## config.mk

```make
export PLATFORM = sky130hd
export DESIGN_NAME = dmem_rmw_arb
export DESIGN_NICKNAME = d
export VERILOG_FILES = /design/src/rtl/dmem_rmw_arb_pkg.sv /design/src/rtl/dmem_rmw_arb_merge.sv /design/src/rtl/dmem_rmw_arb.sv
export SDC_FILE = /design/constraint.sdc
export NUM_CORES = 1
export LEC_CHECK = 0
export ABC_AREA = 0
export ABC_CLOCK_PERIOD_IN_PS = 3700
export CAP_MARGIN = 30
export CORE_ASPECT_RATIO = 0.6
export CORE_UTILIZATION = 38
export CTS_BUF_LIST = sky130_fd_sc_hd__clkbuf_16
export CTS_CLUSTER_DIAMETER = 30
export DETAILED_ROUTE_END_ITERATION = 10
export MAX_ROUTING_LAYER = met4
export PLACE_DENSITY = 0.8
export SYNTH_ARGS = -nofsm -noshare
export SYNTH_HDL_FRONTEND = slang
export SYNTH_HIERARCHICAL = 1
export SYNTH_SLANG_ARGS = --single-unit
```

## constraint.sdc

```tcl
create_clock -name brq_clk -period 3.7 [get_ports brq_clk]
set_input_delay 0.925 -clock brq_clk [delete_from_list [all_inputs] [get_ports brq_clk]]
set_output_delay 0.925 -clock brq_clk [all_outputs]
set_load 0.05 [all_outputs]
```

## src/rtl/dmem_rmw_arb_pkg.sv

```systemverilog
// Shared types and helpers for the data-memory read-modify-write arbiter.
// Holds the FSM states, the RV32 size codes and the store-lane merge.
package dmem_rmw_arb_pkg;

    typedef enum logic [1:0] {
        IDLE = 2'd0,
        CRD  = 2'd1,
        CMRG = 2'd2,
        ERD  = 2'd3
    } arb_state_t;

    localparam logic [2:0] F3_BYTE  = 3'b000;
    localparam logic [2:0] F3_HALF  = 3'b001;
    localparam logic [2:0] F3_WORD  = 3'b010;
    localparam logic [2:0] F3_BYTEU = 3'b100;
    localparam logic [2:0] F3_HALFU = 3'b101;

    // Half needs an even offset; any word-or-larger code needs offset 00.
    function automatic logic is_misaligned(input logic [2:0] func3, input logic [1:0] offset);
        return ((func3[1:0] == 2'b01) && offset[0]) || (func3[1] && (offset != 2'b00));
    endfunction

    function automatic logic is_word(input logic [2:0] func3);
        return func3[1];
    endfunction

    function automatic logic [31:0] merge_word(input logic [31:0] rword,
                                               input logic [31:0] sdata,
                                               input logic [1:0]  offset,
                                               input logic [2:0]  func3);
        logic [31:0] w;
        w = rword;
        case (func3)
            F3_BYTE, F3_BYTEU: w[{offset, 3'b000} +: 8]       = sdata[7:0];
            F3_HALF, F3_HALFU: w[{offset[1], 4'b0000} +: 16]  = sdata[15:0];
            default:           w                              = sdata;
        endcase
        return w;
    endfunction

endpackage

```

## src/rtl/dmem_rmw_arb_merge.sv

```systemverilog
// Combinational store-lane merge: drops right-aligned store data into the
// addressed byte/half lane of a word that was read back from memory.
module dmem_merge
    import dmem_rmw_arb_pkg::*;
#(
    parameter int DataWidth = 32
) (
    input  logic [DataWidth-1:0] rword,
    input  logic [DataWidth-1:0] sdata,
    input  logic [1:0]           offset,
    input  logic [2:0]           func3,
    output logic [DataWidth-1:0] merged
);

    // Lanes are defined on the low 32 bits; wider words keep their upper bits.
    if (DataWidth > 32) begin : g_wide
        assign merged = {rword[DataWidth-1:32], merge_word(rword[31:0], sdata[31:0], offset, func3)};
    end else begin : g_word
        assign merged = merge_word(rword, sdata, offset, func3);
    end

endmodule

```

## src/rtl/dmem_rmw_arb.sv

```systemverilog
// Data-memory port shared between the core load/store stage and an external
// loader/debug master, with read-modify-write for sub-word stores.
module dmem_rmw_arb
    import dmem_rmw_arb_pkg::*;
#(
    parameter int DataWidth = 32,
    parameter int AddrWidth = 15,
    parameter int StarveMax = 4
) (
    input  logic                 brq_clk,
    input  logic                 brq_rst,
    input  logic                 core_req,
    input  logic                 core_we,
    input  logic [2:0]           core_func3,
    input  logic [DataWidth-1:0] core_addr,
    input  logic [DataWidth-1:0] core_wdata,
    output logic                 core_stall,
    output logic                 core_rvalid,
    output logic [DataWidth-1:0] core_rdata,
    output logic                 core_err,
    input  logic                 ext_req,
    input  logic                 ext_we,
    input  logic [AddrWidth-1:0] ext_addr,
    input  logic [DataWidth-1:0] ext_wdata,
    output logic                 ext_gnt,
    output logic                 ext_rvalid,
    output logic [DataWidth-1:0] ext_rdata,
    output logic                 mem_en,
    output logic                 mem_we,
    output logic [AddrWidth-1:0] mem_addr,
    output logic [DataWidth-1:0] mem_wdata,
    input  logic [DataWidth-1:0] mem_rdata
);

    localparam int CntWidth = $clog2(StarveMax + 1);
    localparam logic [CntWidth-1:0] CntMax = CntWidth'(StarveMax);

    arb_state_t state, state_next;

    logic [CntWidth-1:0]  starve_cnt;
    logic [DataWidth-1:0] merge_q;
    logic [DataWidth-1:0] merged;
    logic [1:0]           offset;
    logic [AddrWidth-1:0] core_waddr;
    logic                 core_misaligned;
    logic                 ext_win;
    logic                 ext_gnt_c;
    logic                 mem_en_c;
    logic                 mem_we_c;
    logic                 err_next;
    logic                 core_rvalid_next;
    logic                 ext_rvalid_next;
    logic                 cnt_inc;
    logic                 cnt_clr;
    logic                 load_merge;
    logic                 unused_core_addr;

    assign offset           = core_addr[1:0];
    assign core_waddr       = core_addr[AddrWidth+1:2];
    assign core_misaligned  = is_misaligned(core_func3, offset);
    assign unused_core_addr = ^core_addr[DataWidth-1:AddrWidth+2];

    // Core has fixed priority until it has been granted StarveMax times in a row over a waiting ext.
    assign ext_win = ext_req && (!core_req || (starve_cnt == CntMax));

    dmem_merge #(
        .DataWidth (DataWidth)
    ) u_merge (
        .rword  (merge_q),
        .sdata  (core_wdata),
        .offset (offset),
        .func3  (core_func3),
        .merged (merged)
    );

    always_comb begin
        state_next       = state;
        core_stall       = 1'b0;
        ext_gnt_c        = 1'b0;
        mem_en_c         = 1'b0;
        mem_we_c         = 1'b0;
        mem_addr         = core_waddr;
        mem_wdata        = core_wdata;
        err_next         = 1'b0;
        core_rvalid_next = 1'b0;
        ext_rvalid_next  = 1'b0;
        cnt_inc          = 1'b0;
        cnt_clr          = 1'b0;
        load_merge       = 1'b0;
        case (state)
            IDLE: begin
                if (ext_win) begin
                    ext_gnt_c  = 1'b1;
                    cnt_clr    = 1'b1;
                    core_stall = core_req;
                    mem_en_c   = 1'b1;
                    mem_we_c   = ext_we;
                    mem_addr   = ext_addr;
                    mem_wdata  = ext_wdata;
                    if (!ext_we) begin
                        state_next = ERD;
                    end
                end else if (core_req) begin
                    cnt_inc = ext_req;
                    if (core_misaligned) begin
                        err_next = 1'b1;
                    end else if (core_we && is_word(core_func3)) begin
                        mem_en_c = 1'b1;
                        mem_we_c = 1'b1;
                    end else begin
                        mem_en_c   = 1'b1;
                        core_stall = 1'b1;
                        state_next = CRD;
                    end
                end
            end
            CRD: begin
                if (core_we) begin
                    load_merge = 1'b1;
                    core_stall = 1'b1;
                    state_next = CMRG;
                end else begin
                    core_rvalid_next = 1'b1;
                    state_next       = IDLE;
                end
            end
            CMRG: begin
                mem_en_c   = 1'b1;
                mem_we_c   = 1'b1;
                mem_wdata  = merged;
                state_next = IDLE;
            end
            ERD: begin
                core_stall      = core_req;
                ext_rvalid_next = 1'b1;
                state_next      = IDLE;
            end
            default: state_next = IDLE;
        endcase
    end

    // Reset gates the combinational strobes so an abandoned merge never writes.
    assign ext_gnt = ext_gnt_c && !brq_rst;
    assign mem_en  = mem_en_c && !brq_rst;
    assign mem_we  = mem_we_c && !brq_rst;

    always_ff @(posedge brq_clk or posedge brq_rst) begin
        if (brq_rst) begin
            state <= IDLE;
        end else begin
            state <= state_next;
        end
    end

    always_ff @(posedge brq_clk or posedge brq_rst) begin
        if (brq_rst) begin
            starve_cnt  <= '0;
            core_rvalid <= 1'b0;
            core_err    <= 1'b0;
            ext_rvalid  <= 1'b0;
            core_rdata  <= '0;
            ext_rdata   <= '0;
            merge_q     <= '0;
        end else begin
            core_rvalid <= core_rvalid_next;
            core_err    <= err_next;
            ext_rvalid  <= ext_rvalid_next;
            if (core_rvalid_next) begin
                core_rdata <= mem_rdata;
            end
            if (ext_rvalid_next) begin
                ext_rdata <= mem_rdata;
            end
            if (load_merge) begin
                merge_q <= mem_rdata;
            end
            if (cnt_clr) begin
                starve_cnt <= '0;
            end else if (cnt_inc && (starve_cnt != CntMax)) begin
                starve_cnt <= starve_cnt + 1'b1;
            end
        end
    end

endmodule

```

==> reports/metrics.cfg <==
[outcome]
status=complete, no violations

[worst_setup_path]
path_cells=clkdlybuf4s50_1 -> a21bo_1 -> buf_12 -> and3_2 -> a221o_2 -> buf_12
path_buf_inv=3
cp_slowest_cell=clkdlybuf4s50_1
r2r_cells=3
path_class=in -> out
crit_arrival_ns=2.75
startpoint_type=input port
critical-path-top-delay-family=buffers and inverters
r2r_setup_slack_ns=1.85
worstPathRequired_ns=2.77
rr_endpoint=merge_q[16]
critPathMaxStageDelay_ns=0.59
timing.rr.start=state[1]
cpMostUsedCell=buf_12
cp-end-kind=primary output
worstPathMaxFanout=29
cp.depth=6

[hold_path]
hold_depth=1
holdCritStartpoint=ext_rdata[24]
min_path_type=reg -> reg
worstHoldEndpoint=ext_rdata[24]

[clock_tree]
cts_hold_buffers=0
clock_latency_ns=0.35
clk_pin_slew_ns=0.08
cts.path.max_buffers=2
cts.sinks=104
cts_max_level=3
numCtsBuffers=9
cts_tree=built
root_buffer=clkbuf_16

[power]
peakVddDrop_mv=0.603
p_leak_nw=4.24
power_per_cell_area_nw_per_um2=740

[route]
drtAntennaViolNets=0
top_layer=met4
wire_per_inst_um=22.5
vias=5550
drt_wl_total_mm=22.0
drc=0
vias_per_cell=5.66
wl_met2_mm=9.84
met1_length_mm=9.90
dr.pass1.iters=7
wl_met3_mm=1.91
drtIter0Drc=369

[floorplan]
start_util_pct=39.1
core_um2=15400
die_h_um=99.6
die-area_um2=16400
die_width_um=165
ios=270
rows=35

[synthesis]
netlist_area_um2=6030
synth_seq_area_share_pct=43.1
avgSynthCellArea_um2=12.0
synthArstFlopShare_pct=100
synth_edf_count=0
post-synth-top-area-cell=dfrtp_1
ys_ff_latch=104
yosysWarnings=6
synth_cell_types=58
ys_top_cells_by_count=111 x mux2_2, 104 x dfrtp_1, 37 x a221o_1
synth_top_area_share_pct=43.1
syn-num-nets=663
ys.flop_type=dfrtp_1
synthCells=504
synthMostInstantiatedCell=mux2_2
synthTopCellsByArea=dfrtp_1 43%, mux2_2 21%, a221o_1 6.1%

[final_layout]
stdcell_area_um2=9750
drive_gt1_share_pct=35.6
num-nets-final=930
area_growth_pct=61.6

[sta]
final.setup.tns_ns=0
report.final.hold_viol_count=0
clock_skew_ns=0.00703
fmax_mhz=272
layout_min_cycle_time_ns=3.68
maxSlewHeadroom_pct=61.3
layout_setup_ws_ns=0.0250
period_share_pct=99.3
tightest_slew_ns=0.580
setup_viol=0
slew_violations=0
hold_ws_ns=0.507

[grt]
grt_usage_pct=28.2
grt_max_degree=65
grt_pass1_wl_mm=34.0
grt-ovfl-total=0
grt_antenna_before_repair=1
grt_pass1_vias=5973

[placed_design]
hpwl_mm=16.3
dpl_cell_area_um2=9350
gp_congestion=0.890
preCtsSetupSlack_ns=-0.442
port_buffers=253

[run]
maxCapViolCount=0

[routing by layer]
layer,track usage (%),vias up
met1,38.0,2757
met2,42.2,285
met4,7.41,0
met5,-,-
li1,-,2479
met3,6.84,29
[worst max-delay path by stage]
stage	slack [ns]	start	to
2_1_floorplan	0.01	core_addr[1]	mem_wdata[0]
3_3_place_gp	-0.40	core_addr[1]	mem_wdata[7]
3_5_place_dp	-0.44	core_addr[1]	mem_wdata[28]
4_1_cts	-0.0008	core_func3[0]	mem_wdata[7]
5_1_grt	-0.05	core_addr[0]	mem_wdata[29]
6_report	0.02	core_req	mem_wdata[16]
[cell usage in the layout, fill, tap and decap left out, types with 5 or more instances in the layout]
cell             instances
clkdlybuf4s50_1        198
mux2_2                 111
dfrtp_1                104
buf_12                  45
buf_4                   42
a221o_1                 23
and3_1                  22
inv_1                   18
mux2i_1                 17
a221o_2                 16
nor2_1                  12
nand2_1                 10
and3_2                  10
a21oi_1                  9
clkbuf_16                9
buf_6                    9
nand3b_1                 8
o21a_1                   8
a22o_1                   8
a211o_1                  8
o41ai_1                  7
a222oi_1                 7
ha_1                     6
nand3_1                  5
[stage by stage]
| stage | util (%) | power [W] | instances |
|---|---|---|---|
| detailed placement | 60.6 | 0.00621 | 962 |
| CTS | 63.0 | 0.00724 | 979 |
| finish | 63.3 | 0.00722 | 980 |
| global placement | 60.6 | 0.00611 | 962 |
| global route | 63.3 | 0.00752 | 980 |
| floorplan | - | 0.00460 | 504 |
[area by class of cell]
type                    count  area, um^2
clock inverters             7        86.3
diodes                      1        2.50
multi-input cells         337        3160
well taps                 203         254
clock buffers               9         225
repair buffers            297        3330
inverters                  22        93.8
fillers                  1226        5660
flip-flops and latches    104        2600
[where the power goes]
part           switching, W  leakage (nW)  total (W)  internal [W]
logic               0.00246          2.85    0.00420       0.00173
registers          0.000343          1.24    0.00203       0.00168
clock network      0.000509         0.150   0.000993      0.000484
[sequential cells by signal, indices dropped and copies added (netlist names)]
register     flops
core_rdata      32
ext_rdata       32
merge_q         32
starve_cnt       3
state            2
core_err         1
core_rvalid      1
ext_rvalid       1
[cell families (layout without fill, tap and decap cells)]
kind of cell	after synthesis	in the layout	synth area share (%)
AOI/OAI and AO/OA	101	101	14.8
xor gates and xnor gates	1	1	0.145
adders and majority gates	7	7	1.45
buffers and inverters	63	335	6.18
DFF	104	104	43.1
muxes	128	128	23.5
other	0	1	0
and+or+nand+nor	100	100	10.8
[timing repair]
item	in CTS	in global routing
endpoints found under the hold margin	0	0
endpoints found under the setup margin	34	29
gates resized for setup	25	12
pin swaps	10	11
setup buffers	1	0
Note: power is estimated with default switching activity, not from simulation.
